`config.mk`:
```
export PLATFORM = sky130hd
export DESIGN_NAME = mult_div
export DESIGN_NICKNAME = d
export VERILOG_FILES = /design/src/rtl/mult_div.sv
export SDC_FILE = /design/constraint.sdc
export NUM_CORES = 1
export LEC_CHECK = 0
export BUFFER_PORTS_ARGS = -buffer_cell sky130_fd_sc_hd__buf_2
export CAP_MARGIN = 25
export CELL_PAD_IN_SITES_DETAIL_PLACEMENT = 0
export CELL_PAD_IN_SITES_GLOBAL_PLACEMENT = 2
export CORE_MARGIN = 4
export CORE_UTILIZATION = 38
export DETAILED_ROUTE_END_ITERATION = 16
export HOLD_SLACK_MARGIN = 0.06
export PLACE_DENSITY_LB_ADDON = 0.1
export SETUP_SLACK_MARGIN = 0.1
export SLEW_MARGIN = 10
export SYNTH_ARGS = -nofsm -noshare
export SYNTH_HDL_FRONTEND = slang
export SYNTH_SLANG_ARGS = --single-unit
```
`constraint.sdc`:
```
create_clock -name clk -period 11.01 [get_ports clk]
set_input_delay 1.6515 -clock clk [delete_from_list [all_inputs] [get_ports clk]]
set_output_delay 1.6515 -clock clk [all_outputs]
set_load 0.02 [all_outputs]
```
`src/rtl/mult_div.sv`:
```
// Signed 32x32 multiply (radix-2 Booth) and signed 32/32 divide (restoring, on
// magnitudes) sharing one iterative datapath. Results land in HI/LO.
module mult_div (
  input  logic        clk,
  input  logic        reset,
  input  logic        mult_start,
  input  logic        div_start,
  input  logic [31:0] Data_A,
  input  logic [31:0] Data_B,
  output logic [31:0] hi_out,
  output logic [31:0] lo_out,
  output logic        busy,
  output logic        done,
  output logic        div_zero
);

  typedef enum logic [1:0] {IDLE, MULT, DIV, FINISH} state_t;

  state_t      state;
  logic [5:0]  cnt;
  // acc: Booth partial product (33b so M = -2^31 cannot overflow) or remainder
  // q:   Booth multiplier / shifting quotient
  // m:   multiplicand or divisor magnitude
  logic [32:0] acc;
  logic [31:0] q, m;
  logic        qm1;
  logic        neg_q, neg_r;

  logic [32:0] bsum, acc_nx;
  logic [31:0] q_nx;
  logic        qm1_nx;
  logic [32:0] dshift, dtrial;
  logic [31:0] quo_nx, rem_nx, quo_fin, rem_fin;
  logic [31:0] abs_a, abs_b;

  // Operand magnitudes; 0x80000000 maps to itself, which is correct as unsigned.
  assign abs_a = Data_A[31] ? (~Data_A + 32'd1) : Data_A;
  assign abs_b = Data_B[31] ? (~Data_B + 32'd1) : Data_B;

  // One Booth step: add/sub multiplicand per {q0,q-1}, then arithmetic shift.
  always_comb begin
    bsum = acc;
    case ({q[0], qm1})
      2'b01:   bsum = acc + {m[31], m};
      2'b10:   bsum = acc - {m[31], m};
      default: bsum = acc;
    endcase
    acc_nx = {bsum[32], bsum[32:1]};
    q_nx   = {bsum[0], q[31:1]};
    qm1_nx = q[0];
  end

  // One restoring-divide step plus sign fix-up of the would-be final result.
  always_comb begin
    dshift = {acc[31:0], q[31]};
    dtrial = dshift - {1'b0, m};
    if (dtrial[32]) begin
      rem_nx = dshift[31:0];
      quo_nx = {q[30:0], 1'b0};
    end else begin
      rem_nx = dtrial[31:0];
      quo_nx = {q[30:0], 1'b1};
    end
    quo_fin = neg_q ? (~quo_nx + 32'd1) : quo_nx;
    rem_fin = neg_r ? (~rem_nx + 32'd1) : rem_nx;
  end

  // Control FSM with registered status outputs and HI/LO result registers.
  always_ff @(posedge clk) begin
    if (reset) begin
      state    <= IDLE;
      cnt      <= 6'd0;
      hi_out   <= 32'd0;
      lo_out   <= 32'd0;
      busy     <= 1'b0;
      done     <= 1'b0;
      div_zero <= 1'b0;
      acc      <= 33'd0;
      q        <= 32'd0;
      m        <= 32'd0;
      qm1      <= 1'b0;
      neg_q    <= 1'b0;
      neg_r    <= 1'b0;
    end else begin
      done     <= 1'b0;
      div_zero <= 1'b0;
      case (state)
        IDLE: begin
          cnt <= 6'd0;
          if (mult_start) begin
            acc   <= 33'd0;
            m     <= Data_A;
            q     <= Data_B;
            qm1   <= 1'b0;
            busy  <= 1'b1;
            state <= MULT;
          end else if (div_start) begin
            busy <= 1'b1;
            if (Data_B == 32'd0) begin
              // HI/LO untouched; just flag and finish next cycle
              done     <= 1'b1;
              div_zero <= 1'b1;
              state    <= FINISH;
            end else begin
              acc   <= 33'd0;
              q     <= abs_a;
              m     <= abs_b;
              neg_q <= Data_A[31] ^ Data_B[31];
              neg_r <= Data_A[31];
              state <= DIV;
            end
          end
        end
        MULT: begin
          acc <= acc_nx;
          q   <= q_nx;
          qm1 <= qm1_nx;
          cnt <= cnt + 6'd1;
          if (cnt == 6'd31) begin
            hi_out <= acc_nx[31:0];
            lo_out <= q_nx;
            done   <= 1'b1;
            state  <= FINISH;
          end
        end
        DIV: begin
          acc <= {1'b0, rem_nx};
          q   <= quo_nx;
          cnt <= cnt + 6'd1;
          if (cnt == 6'd31) begin
            hi_out <= rem_fin;
            lo_out <= quo_fin;
            done   <= 1'b1;
            state  <= FINISH;
          end
        end
        FINISH: begin
          cnt   <= 6'd0;
          busy  <= 1'b0;
          state <= IDLE;
        end
        default: begin
          busy  <= 1'b0;
          state <= IDLE;
        end
      endcase
    end
  end

endmodule

```
Word level (Yosys, flattened, before mapping) --
Index checks and enable logic that the tools add are counted.
Storage, ports and cells: register bits after elaboration 175, output and inout port bits 67
Cells by class: mux-type cells 40, add/sub/neg operators 8, reduce and logical (&&, ||, !) cells 17, bitwise gates (word level) 8, eq/ne operators 13
Operator list (count):
- $mux 32 | 15
- $add 32x1->32 const B | 4
- $not 32->32 | 4
- $pmux 32 s2 | 2
- $mux 33 | 3
- $pmux 33 s3 | 1
- $pmux 32 s3 | 1
- $pmux 33 s2 | 1
- $add 33x33->33 | 1
- $sub 33x32->33 | 1
- $sub 33x33->33 | 1
- $logic_not 32->1 | 1
- $pmux 6 s2 | 1
- $mux 1 | 9
- $reduce_and 3->1 | 3
- $ne 2x2->1 const B | 4
- $reduce_bool 2->1 | 4
- $add 6x1->6 const B | 1
- $eq 2x2->1 const B | 3
- $eq 6x5->1 const B | 1
- $mux 2 | 3
- $ne 3x3->1 const B | 2
- $pmux 1 s2 | 3
- $pmux 2 s3 | 1
- 9 further kinds | 16

Longest topological paths before layout --
Gate-level depths: netlist of the first run.
depth after elaboration 7, gate-level depth with buffers 25, depth with buffers taken out 22

Worst setup path after synthesis of the first run --
OpenSTA, ideal clock, no wires.
kind reg-to-reg, from register m[21], to register lo_out[30], stages on the path, launching flop included 25, path buffers 4, data required time 10.882 ns, slack 5.486 ns, setup time 0.128 ns, data arrival time 5.396 ns, cell sequence dfxtp_1 -> inv_1 -> ha_1 -> clkbuf_1 -> a21oi_1 -> o211ai_1 -> a211oi_1 -> o21bai_1 -> o41ai_2 -> nor2_1 -> inv_1 -> clkbuf_1 -> clkbuf_1 -> clkbuf_1 -> ha_1 -> nand2_1 -> or2_2 -> or3_1 -> or4_1 -> nand2b_1 -> o31ai_1 -> xor2_1 -> a211oi_1 -> a21oi_1 -> nor2_1
Between the ends: word-level cells in the longest chain between the ends 7
Ends and longest elaborated chain:
- from (decl) | line 25 | logic [31:0] q, m;
- from (signal assigned) | line 92 | m <= Data_A;
- from (signal assigned) | line 107 | m <= abs_b;
- $sub 33x32->33 | line 56 | dtrial = dshift - {1'b0, m};
- $mux 1 | line 57 | if (dtrial[32]) begin
- $not 32->32 | line 64 | quo_fin = neg_q ? (~quo_nx + 32'd1) : quo_nx;
- $add 32x1->32 | line 64
- $mux 32 | line 64
- $mux 32 | line 130 | if (cnt == 6'd31) begin
- $pmux 32 s2 | line 87 | case (state)
- to (signal assigned) | line 121 | lo_out <= q_nx;
- to (signal assigned) | line 132 | lo_out <= quo_fin;
- to (decl) | line 11 | output logic [31:0] lo_out,
No other way between the ends. The select of a mux whose other input is x is not followed. A chain may end at the register's enable or synchronous reset.

Worst setup path in the final report of the first run --
from register q[31], to register hi_out[28]
Between the ends: word-level cells in the longest chain between the ends 7
Ends and longest elaborated chain:
- from (decl) | line 25
- from (signal assigned) | line 93 | q <= Data_B;
- from (signal assigned) | line 106 | q <= abs_a;
- from (signal assigned) | line 116 | q <= q_nx;
- $sub 33x32->33 | line 56
- $mux 32 (*) | line 57
- $not 32->32 | line 65 | rem_fin = neg_r ? (~rem_nx + 32'd1) : rem_nx;
- $add 32x1->32 | line 65
- $mux 32 (*) | line 65
- $mux 32 (*) | line 130
- $pmux 32 s2 (*) | line 87
- to (signal assigned) | line 120 | hi_out <= acc_nx[31:0];
- to (signal assigned) | line 131 | hi_out <= rem_fin;
- to (decl) | line 10 | output logic [31:0] hi_out,
Mark *: on every way between the ends. The rest lies on a longest branch, timed or not. The select of a mux whose other input is x is not followed.

==> key figures, run 1 <==
Placement
  – Area after DPL: ~0.017 mm2
  – Pre-CTS setup slack: 5.00 ns
  – GP Congestion: 0.941
  – IO buf count: 134
  – DPL Wire Length: about 46 mm
  – Post-Place Cells: roughly 2800

Timing
  – Setup violators final: 0
  – Max Fclk: approximately 0.17 GHz
  – RSZ-0062 raised after global routing: false
  – Slew HR: between 30% and 40%
  – Final hold vios: 0
  – Min cycle time layout: 6.02 ns
  – Final Max Slew Viols: 0
  – Worst slew pin tran: between 0.9 and 1 ns
  – Final WS setup: between 4 and 5 ns
  – Post-Route Setup TNS: 0 ns
  – Final period util: about 55%
  – Skew final: 0.0152 ns

Power and ir drop
  – Peak VDD IR: about 0.14 mV
  – PD cells: 207 mW/mm2
  – Pleak: 6.84 nW
  – Power after layout: 3.60 mW

Floorplan
  – Die height: 212 um
  – Core Footprint: 0.0410 mm2
  – Initial cell density of the core: 38.7%
  – Chip width: 212 um
  – Die ar.: 0.0451 mm2
  – I/O pin count: approximately 140
  – Rows: 74

Logic synthesis
  – Yosys top cell by area: dfxtp_1
  – Top cell type's share of synthesized area: 22.1%
  – Average size of a mapped cell: 7.12 um2
  – Most numerous cell in the Yosys netlist: nand2_1
  – Syn_nets: approximately 2400
  – Synth cell count leaders: 267 x nand2_1, 241 x nor2_1, 223 x a21oi_1, 175 x dfxtp_1, 146 x o21ai_0
  – Synth Register Bits: 175
  – Fraction of registers with async set/reset: 0%
  – Top FF cell, synth: dfxtp_1
  – Mapped Cells: 2227
  – Synth Cell Area: 0.0159 mm2
  – Sequential-to-total area share from yosys stat: 22.1%
  – Synth warn: 0
  – Largest cells by area after synthesis: dfxtp_1 22%, a21oi_1 7.0%, nand2_1 6.3%
  – Cell variety after synth: 76
  – Number of synthesized flops with an enable pin: 0

CTS
  – CTS tree: done
  – Post-CTS Hold Buffers: 0
  – CTS buffer count: 17
  – Num Clock Sinks: 175
  – Worst skew pair latency: 0.49 ns
  – Post-CTS sizing: 0
  – Clock transition at path regs: 0.07 ns
  – Number of H-tree levels: 4
  – Clock buffer depth: 2
  – Post-CTS repair timing setup buffer count: 0
  – Root Driver: clkbuf_16

Min path
  – Min-delay worst type: reg2reg

Global route
  – Initial antenna violation count: 1
  – GRT Overall Usage: 27.0%
  – First-pass GRT wire length: 94.0 mm
  – Vias in the first global route: 15500
  – GRT overflow: 0
  – Largest net degree at the start of global routing: 100

Route
  – DRT antenna net count: 0
  – Drt first pass iters: 5
  – Vias per inst: just under 6
  – Vias: between 15000 and 20000
  – DRC viols: 0
  – Drt wl/cell: 22.0 um
  – First DRT Iteration DRCs: between 1000 and 1500
  – Routed WL: 61.2 mm

Layout
  – Inserted Diodes: 0
  – Nets: 2383
  – Layout Area Growth over Synthesis: 9.43%
  – Post-route non-filler standard cell count: roughly 2800
  – Layout cells sized above 1: approximately a tenth
  – Finished Cell Area: between 0.015 and 0.02 mm2

Setup path
  – CP required: between 10 and 15 ns
  – Max Fanout on Critical Path: 6
  – Startpoint types: flip-flop
  – CP Class: reg2reg
  – Arr. time, crit path: ~6.4 ns
  – CP Capture Type: flip-flop

Run
  – MaxCap Viol Count: 0

Outcome
  – Status: finished, final reports clean
-- critical path: stages, from the launching register on --
cell and delay [ns]:
dfxtp_1 0.42, inv_1 0.09, ha_1 0.23, fa_1 0.40, nand2b_1 0.21, a21oi_1 0.38
o211ai_1 0.26, a211oi_1 0.41, o41ai_2 0.21, nor2_4 0.13, inv_1 0.09, a21oi_1 0.29
ha_1 0.33, inv_1 0.12, or3_1 0.44, o41a_1 0.44, nor2_1 0.40, nand4_1 0.31
nor3b_1 0.32, mux2_2 0.36, a21oi_1 0.13
-- placed cells by master (no fill, tap or decap), drive strengths merged, types with 7 or more instances in the layout --
cell type	Yosys	routed
a211o	12	12
a211oi	60	60
a21o	48	48
a21oi	225	225
a221oi	24	24
a22oi	18	18
a31oi	23	23
and3	13	13
buf	21	157
clkbuf	144	21
dfxtp	175	175
ha	75	75
inv	65	71
mux2	10	10
mux2i	38	38
nand2	268	268
nand2b	15	15
nand3	42	42
nand3b	8	8
nand4	10	10
nor2	241	241
nor2b	12	12
nor3	38	38
nor4	13	13
o211ai	37	37
o21a	15	15
o21ai	147	147
o21bai	7	7
o22ai	13	13
o31ai	44	44
o41ai	19	19
or2	9	9
or3	36	36
or4	21	21
xnor2	84	84
xor2	113	113
-- metrics by stage --
step	hold slack (ns)	util (%)
6_report	0.451	42.3
3_5_place_dp	0.445	40.8
4_1_cts	0.454	42.3
2_1_floorplan	0.430	-
5_1_grt	0.481	42.3
3_3_place_gp	0.438	40.8
-- per-layer routing --
metal | wire length [um] | global-route usage, %
met5 | 10 | 0
met2 | 28900 | 45.0
met1 | 28400 | 36.5
met3 | 2390 | 3.54
met4 | 1480 | 7.84
-- cell families after synthesis --
family | synth area share (%)
adder cells (fa/ha/maj) | 6.17
multiplexers | 3.11
XOR/XNOR | 10.9
buffers and inverters | 5.72
flip-flops | 22.1
AO/OA/AOI/OAI | 30.3
AND/OR/NAND/NOR | 21.7
-- sequential cells by signal, summed over array words and instances (netlist names) --
| name | cells |
|---|---|
| acc | 33 |
| hi_out | 32 |
| lo_out | 32 |
| m | 32 |
| q | 32 |
| cnt | 6 |
| state | 2 |
| busy | 1 |
| div_zero | 1 |
| done | 1 |
| neg_q | 1 |
| neg_r | 1 |
| qm1 | 1 |
-- final cells by class --
type	count	area, um2
clock buffers	21	460
repair buffers	157	860
well taps	532	666
multi-input cells	1821	11500
inverters	66	248
clock inverters	11	124
flip-flops and latches	175	3500
fillers	4413	23700
-- final timing paths --
path	startpoint	to	slack [ns]	cells after the start
worst max-delay path	q[31]	hi_out[28]	4.99	20
worst min-delay path	hi_out[18]	hi_out[18]	0.45	2
worst max register to register	q[31]	hi_out[28]	4.99	20
worst min register to register	hi_out[18]	hi_out[18]	0.45	2
-- power by group --
group,internal (mW),switching [mW]
registers,0.709,0.151
clock network,0.330,0.303
logic,0.730,1.37
Power figures use the tool's default switching activity.
==> run 2, diff against run 1 <==
Settings changed: ABC_AREA from default to 1, CORE_UTILIZATION 38 to 33.
Clock period 11.01 ns to 5.85 ns, I/O delays scaled along.
==> run 2 against run 1 <==
Against the previous run: sequential share of layout area fell by 1.9 points; final cell count rose by 31%; largest power group unchanged; power rose by 140%; die area rose by 25%; register-to-register slack got worse by 3.9 ns.
==> key figures, run 2 <==
Power and ir drop
  – Pleak: 9.17 nW (was 6.84 nW)
  – PD cells: 456 mW/mm2 (was 207 mW/mm2)
  – Peak VDD IR: 0.265 mV (was 0.142 mV)

Layout
  – Inserted Diodes: 0 (unchanged)
  – Finished Cell Area: 0.0192 mm2 (was 0.0174 mm2)
  – Most frequent cells in the layout: 730 x nand2_1, 350 x inv_1, 280 x nor2_1, 205 x a21oi_1, 204 x o21ai_0 (was 267 x nand2_1, 239 x nor2_1, 223 x a21oi_1, 175 x dfxtp_1, 146 x o21ai_0)
  – Layout Area Growth over Synthesis: 10.1% (was 9.43%)
  – Layout cells sized above 1: 10.7% (was 10.0%)
  – Largest register FFs: 33 (unchanged)
  – Reg with most FFs: acc (unchanged)
  – Nets: 3111 (was 2383)
  – Most common cell after layout, fill and taps aside: nand2_1 (unchanged)

Route
  – Drt first pass iters: 5 (unchanged)
  – Drt wl/cell: 21.4 um (was 22.0 um)
  – DRT antenna net count: 0 (unchanged)
  – DRC viols: 0 (unchanged)
  – Routed WL: 78.2 mm (was 61.2 mm)
  – Vias per inst: 5.40 (was 5.89)
  – Vias: 19700 (was 16400)
  – First DRT Iteration DRCs: 1201 (was 1257)

Global route
  – GRT Overall Usage: 27.2% (was 27.0%)
  – Vias in the first global route: 19300 (was 15500)
  – First-pass GRT wire length: 118 mm (was 94.0 mm)
  – M3 GR Usage: 2.79% (was 3.54%)
  – Met2 Use GR: 48.5% (was 45.0%)
  – GR peak layer: met2 (unchanged)
  – GRT overflow: 0 (unchanged)
  – Initial antenna violation count: 1 (unchanged)
  – GR Util met1: 32.9% (was 36.5%)
  – Largest net degree at the start of global routing: 81 (was 100)

Setup path
  – Cell mode on critical path: nand2_1
  – CP max stage delay: 0.38 ns (was 0.44 ns)
  – Crit-path leading delay family: simple AND/OR/NAND/NOR gates (was compound AO/OA/AOI/OAI gates)
  – CP Class: reg2reg (unchanged)
  – Arr. time, crit path: 5.20 ns (was 6.44 ns)
  – CP required: 6.27 ns (was 11.43 ns)
  – Startpoint types: flip-flop (unchanged)
  – Worst path slowest cell: o41ai_2 (was or3_1)
  – Buf/Inv on CP: 2 (was 3)
  – Max Fanout on Critical Path: 5 (was 6)
  – CP Capture Type: flip-flop (unchanged)

Logic synthesis
  – Fraction of registers with async set/reset: 0% (unchanged)
  – Most numerous cell in the Yosys netlist: nand2_1 (unchanged)
  – Synth cell count leaders: 730 x nand2_1, 353 x inv_1, 280 x nor2_1, 206 x a21oi_1, 204 x o21ai_0 (was 267 x nand2_1, 241 x nor2_1, 223 x a21oi_1, 175 x dfxtp_1, 146 x o21ai_0)
  – Mapped Cells: 2916 (was 2227)
  – Synth Register Bits: 175 (unchanged)
  – Number of synthesized flops with an enable pin: 0 (unchanged)
  – Synth Cell Area: 0.0174 mm2 (was 0.0159 mm2)
  – Top FF cell, synth: dfxtp_1 (unchanged)
  – Cell variety after synth: 68 (was 76)
  – Sequential-to-total area share from yosys stat: 20.1% (was 22.1%)
  – Average size of a mapped cell: 5.98 um2 (was 7.12 um2)
  – Synth warn: 0 (unchanged)
  – Yosys top cell by area: dfxtp_1 (unchanged)
  – Syn_nets: 3061 (was 2372)
  – Largest cells by area after synthesis: dfxtp_1 20%, nand2_1 16%, inv_1 7.6% (was dfxtp_1 22%, a21oi_1 7.0%, nand2_1 6.3%)
  – Top cell type's share of synthesized area: 20.1% (was 22.1%)

Placement
  – GP Congestion: 0.918 (was 0.941)
  – IO buf count: 134 (unchanged)
  – Pre-CTS setup slack: 1.14 ns (was 5.00 ns)
  – Area after DPL: 0.0186 mm2 (was 0.0168 mm2)
  – DPL Wire Length: 61.6 mm (was 46.4 mm)

CTS
  – Clock transition at path regs: 0.08 ns (was 0.07 ns)
  – Worst skew pair latency: 0.49 ns (about the same)
  – Num Clock Sinks: 175 (unchanged)
  – Post-CTS sizing: 0 (unchanged)
  – Root Driver: clkbuf_16 (unchanged)
  – Clock buffer depth: 2 (unchanged)
  – CTS tree: done (unchanged)
  – CTS buffer count: 17 (unchanged)
  – Number of H-tree levels: 4 (unchanged)
  – Post-CTS Hold Buffers: 0 (unchanged)
  – Post-CTS repair timing setup buffer count: 0 (unchanged)

Floorplan
  – Die height: 238 um (was 212 um)
  – Chip width: 238 um (was 212 um)
  – Initial cell density of the core: 33.6% (was 38.7%)
  – Die ar.: 0.0566 mm2 (was 0.0451 mm2)
  – Core Footprint: 0.0518 mm2 (was 0.0410 mm2)
  – Rows: 83 (was 74)
  – I/O pin count: 135 (unchanged)

Timing
  – Post-Route Setup TNS: 0 ns (unchanged)
  – Final hold vios: 0 (unchanged)
  – Final WS setup: 1.08 ns (was 4.99 ns)
  – Setup violators final: 0 (unchanged)
  – RSZ-0062 raised after global routing: false (unchanged)
  – Skew final: 0.0161 ns (was 0.0152 ns)
  – Final period util: 81.6% (was 54.7%)
  – Max Fclk: 0.210 GHz (was 0.166 GHz)
  – Worst slew pin tran: 0.930 ns (was 0.914 ns)
  – Hold slack: 0.454 ns (was 0.451 ns)
  – Final Max Slew Viols: 0 (unchanged)
  – Min cycle time layout: 4.77 ns (was 6.02 ns)
  – Slew HR: 37.6% (was 39.1%)

Outcome
  – Status: finished, final reports clean (unchanged)

Run
  – MaxCap Viol Count: 0 (unchanged)

Min path
  – Min-delay worst type: reg2reg (unchanged)
[run 2: cell count changes after synthesis, moves of 37 or more]
| cell | delta |
|---|---|
| nand2_1 | +463 |
| inv_1 | +288 |
| nand3_1 | +137 |
| xnor2_1 | -66 |
| o21ai_0 | +58 |
| a211oi_1 | -45 |
| clkbuf_1 | -45 |
| a21o_1 | -42 |
| nor2_1 | +39 |
| o31ai_1 | -38 |
| mux2i_1 | -37 |
[run 2: layout make-up]
type                       instances  area (um2)
clock buffer                      20         457
clock inverter                    12         101
sequential                       175        3500
inverter                         363        1360
tap                              680         851
timing repair buffer             163         903
multi-input combinational       2246       12000
fill                            5900       32600
[run 2: worst paths after layout]
kind	start	end	slack, ns	depth (start not counted)
max	m[1]	hi_out[31]	1.08	26
min	cnt[0]	cnt[0]	0.45	1
max reg2reg	m[1]	hi_out[31]	1.08	26
min reg2reg	cnt[0]	cnt[0]	0.45	1
[run 2: logic make-up (layout without fill, tap and decap cells)]
| family | after synthesis | in the layout | share of synthesized area [%] |
|---|---|---|---|
| simple gates | 1406 | 1406 | 35.5 |
| xor+xnor | 100 | 100 | 5.03 |
| compound gates | 662 | 662 | 22.6 |
| mux | 1 | 1 | 0.0574 |
| flops | 175 | 175 | 20.1 |
| buf+inv | 495 | 558 | 11.1 |
| fa+ha+maj | 77 | 77 | 5.61 |
[run 2: per-layer routing]
layer	share of wire [%]	routed length (um)
met5	0	0
met4	4.9	3870
met3	3.6	2780
met2	50	39000
met1	42	32500
[run 2: worst register-to-register path, cell delays in order (launching register included)]
cell and delay [ns]:
dfxtp_1 0.36, inv_1 0.09, ha_1 0.17, nand3_1 0.10, nor3_1 0.27, nand4_1 0.16, nor3_1 0.23, nand2_1 0.12
nor3_1 0.25, nand2_1 0.13, o41ai_2 0.38, o21ai_0 0.26, a21oi_1 0.20, xor2_1 0.09, ha_1 0.36, nand2_1 0.10
o21ai_0 0.30, a41oi_1 0.20, nand2_1 0.10, a21oi_1 0.05, nand3_1 0.09, nand3_1 0.13, xnor2_1 0.23, o21ai_0 0.11
inv_1 0.09, nand2_1 0.05, a21oi_1 0.11
[run 2: where the power goes]
part | switching [mW] | internal [mW]
logic | 4.18 | 1.71
clock network | 0.584 | 0.576
registers | 0.302 | 1.39
total | 5.07 | 3.68
[run 2: metrics by stage]
stage	instances	power, mW	utilization (%)
floorplan	2916	5.69	-
finish	3659	8.75	37.0
global route	3659	9.50	37.0
CTS	3659	8.79	37.0
global placement	3626	7.61	35.9
detailed placement	3627	7.60	35.9
==> run 3, diff against run 2 <==
Clock period 5.85 ns to 4.8 ns, I/O delays scaled along.
==> run 3 against run 2 <==
Against the previous run: maximum frequency up 7.6%; flip-flop and latch count unchanged; non-clock buffer count up 47; hold slack better by 0.0055 ns; combinational power up 26%; first-iteration DRC count up 17%; register-to-register slack worse by 0.71 ns; critical path type unchanged; largest cell class unchanged.
==> key figures, run 3 (same netlist as run 2, synthesis figures left out) <==
Setup path
  – Critical R2R Capture: hi_out[30] (was hi_out[31])
  – R2R Path Start: m[1] (unchanged)
  – Reg2Reg Depth: 24 (was 26)
  – CP Capture Type: flip-flop (unchanged)
  – Crit-path cells: inv_1, ha_1, nand3_1, nor3_2, nand4_1, nor3_2, nand2_1, nor3_2, nand2_2, o41ai_4, buf_4, o21ai_0, xor2_1, ha_1, inv_1, nor3_4, nand2_1, o211a_1, nand2_1, xor2_1, nand2_1, o211ai_1, nand4_1, a21oi_1
  – CP max stage delay: 0.42 ns (was 0.38 ns)
  – CP required: 5.19 ns (was 6.27 ns)
  – Max Fanout on Critical Path: 5 (unchanged)
  – Worst path slowest cell: ha_1 (was o41ai_2)
  – Arr. time, crit path: 4.82 ns (was 5.20 ns)
  – Crit-path leading delay family: simple AND/OR/NAND/NOR gates (unchanged)
  – Crit. path cell count: 24 (was 26)
  – Buf/Inv on CP: 3 (was 2)
  – CP Class: reg2reg (unchanged)
  – Cell mode on critical path: nand2_1 (unchanged)
  – Startpoint types: flip-flop (unchanged)
  – Reg-to-reg setup timing slack: 0.37 ns (was 1.08 ns)

Global route
  – GRT overflow: 0 (unchanged)
  – GR peak layer: met2 (unchanged)
  – Vias in the first global route: 19500 (was 19300)
  – First-pass GRT wire length: 119 mm (was 118 mm)
  – GR Util met1: 32.5% (was 32.9%)
  – GRT Overall Usage: 27.8% (was 27.2%)
  – Initial antenna violation count: 1 (unchanged)
  – Largest net degree at the start of global routing: 81 (unchanged)
  – M3 GR Usage: 3.34% (was 2.79%)
  – Met2 Use GR: 49.4% (was 48.5%)

CTS
  – Clock transition at path regs: 0.07 ns (was 0.08 ns)
  – Num Clock Sinks: 175 (unchanged)
  – Clock buffer depth: 2 (unchanged)
  – CTS buffer count: 17 (unchanged)
  – CTS tree: done (unchanged)
  – Worst skew pair latency: 0.48 ns (was 0.49 ns)
  – Number of H-tree levels: 4 (unchanged)
  – Root Driver: clkbuf_16 (unchanged)

Layout
  – Most common cell after layout, fill and taps aside: nand2_1 (unchanged)
  – Most frequent cells in the layout: 729 x nand2_1, 350 x inv_1, 277 x nor2_1, 200 x a21oi_1, 199 x o21ai_0 (was 730 x nand2_1, 350 x inv_1, 280 x nor2_1, 205 x a21oi_1, 204 x o21ai_0)
  – Nets: 3158 (was 3111)
  – Reg with most FFs: acc (unchanged)
  – Layout cells sized above 1: 12.8% (was 10.7%)
  – Largest register FFs: 33 (unchanged)
  – Layout Area Growth over Synthesis: 13.1% (was 10.1%)

Timing
  – Min cycle time layout: 4.43 ns (was 4.77 ns)
  – Final period util: 92.4% (was 81.6%)
  – Final hold vios: 0 (unchanged)
  – Post-Route Setup TNS: 0 ns (unchanged)
  – RSZ-0062 raised after global routing: true (was false)
  – Final Max Slew Viols: 0 (unchanged)
  – Skew final: 0.0124 ns (was 0.0161 ns)
  – Worst slew pin tran: 1.03 ns (was 0.930 ns)
  – Final WS setup: 0.366 ns (was 1.08 ns)
  – Max Fclk: 0.226 GHz (was 0.210 GHz)
  – Slew HR: 29.7% (was 37.6%)
  – Setup violators final: 0 (unchanged)

Floorplan
  – Die ar.: 0.0566 mm2 (unchanged)
  – Core Footprint: 0.0518 mm2 (unchanged)
  – Die height: 238 um (unchanged)
  – Rows: 83 (unchanged)
  – Initial cell density of the core: 33.6% (unchanged)
  – I/O pin count: 135 (unchanged)
  – Chip width: 238 um (unchanged)

Run
  – MaxCap Viol Count: 0 (unchanged)

Route
  – Routed WL: 80.6 mm (was 78.2 mm)
  – Drt wl/cell: 21.8 um (was 21.4 um)
  – Vias per inst: 5.41 (was 5.40)
  – DRT antenna net count: 0 (unchanged)
  – Vias: 20100 (was 19700)
  – DRC viols: 0 (unchanged)
  – First DRT Iteration DRCs: 1411 (was 1201)
  – Drt first pass iters: 5 (unchanged)

Power and ir drop
  – Pleak: 9.50 nW (was 9.17 nW)
  – Peak VDD IR: 0.422 mV (was 0.265 mV)
  – PD cells: 558 mW/mm2 (was 456 mW/mm2)

Outcome
  – Status: finished, final reports clean (unchanged)

Min path
  – Hold depth: 1 (unchanged)
  – Worst hold start: cnt[0] (unchanged)
  – Min-delay worst type: reg2reg (unchanged)
  – Sink of the worst hold path: cnt[0] (unchanged)

Placement
  – Pre-CTS setup slack: 0.0972 ns (was 1.14 ns)
  – IO buf count: 134 (unchanged)
  – DPL Wire Length: 63.9 mm (was 61.6 mm)
  – GP Congestion: 0.983 (was 0.918)
## run 3: worst max-delay path by stage
stage / slack [ns] / start / end
floorplan: 0.92 / m[1] / hi_out[25]
global placement: 0.16 / m[1] / hi_out[30]
detailed placement: 0.1 / m[1] / hi_out[23]
CTS: 0.11 / m[1] / hi_out[30]
global route: 0.03 / m[1] / hi_out[30]
finish: 0.37 / m[1] / hi_out[30]
## run 3: timing repair
item / 4_1_cts / 5_1_grt
pin swaps: 0 / 2
buffers inserted: 0 / 1
hold buffers: 0 / 0
endpoints found under the setup margin: 1 / 29
cloned: 0 / 0
resized for setup: 1 / 28
## run 3: worst reg2reg max path, stage by stage, from the launching register on
cell and delay (ns):
dfxtp_1 0.37, inv_1 0.10, ha_1 0.16, nand3_1 0.12, nor3_2 0.17, nand4_1 0.15
nor3_2 0.16, nand2_1 0.11, nor3_2 0.16, nand2_2 0.11, o41ai_4 0.26, buf_4 0.18
o21ai_0 0.15, xor2_1 0.20, ha_1 0.42, inv_1 0.13, nor3_4 0.25, nand2_1 0.08
o211a_1 0.22, nand2_1 0.08, xor2_1 0.19, nand2_1 0.10, o211ai_1 0.18, nand4_1 0.16
a21oi_1 0.15
## run 3: power breakdown
| part | internal [mW] | leakage, nW | switching [mW] |
|---|---|---|---|
| registers | 1.70 | 1.42 | 0.337 |
| clock network | 0.850 | 0.299 | 0.685 |
| logic | 2.19 | 7.77 | 5.25 |
| total | 4.74 | 9.50 | 6.27 |
## run 3: layout make-up
class / count / area [um2]
antenna: 1 / 2.50
clock inverter: 11 / 154
tap: 680 / 851
inverter: 363 / 1360
multi-input combinational: 2246 / 12100
clock buffer: 20 / 457
timing repair buffer: 210 / 1260
sequential: 175 / 3500
fill: 5864 / 32100
## run 3: stage by stage
step / cells / util, % / hold slack, ns / power (mW) / cell area, um2
CTS: 3702 / 37.7 / 0.457 / 10.9 / 19600
floorplan: 2916 / - / 0.418 / 6.93 / 17400
finish: 3706 / 38.0 / 0.459 / 11.0 / 19700
global placement: 3671 / 36.6 / 0.427 / 9.34 / 18900
detailed placement: 3671 / 36.6 / 0.441 / 9.34 / 18900
global route: 3705 / 38.0 / 0.484 / 11.9 / 19700
## run 3: metal layers
metal	vias to the layer above	wire (um)
li1	9897	-
met1	9509	32400
met2	503	40200
met3	144	3120
met4	2	4840
met5	-	7
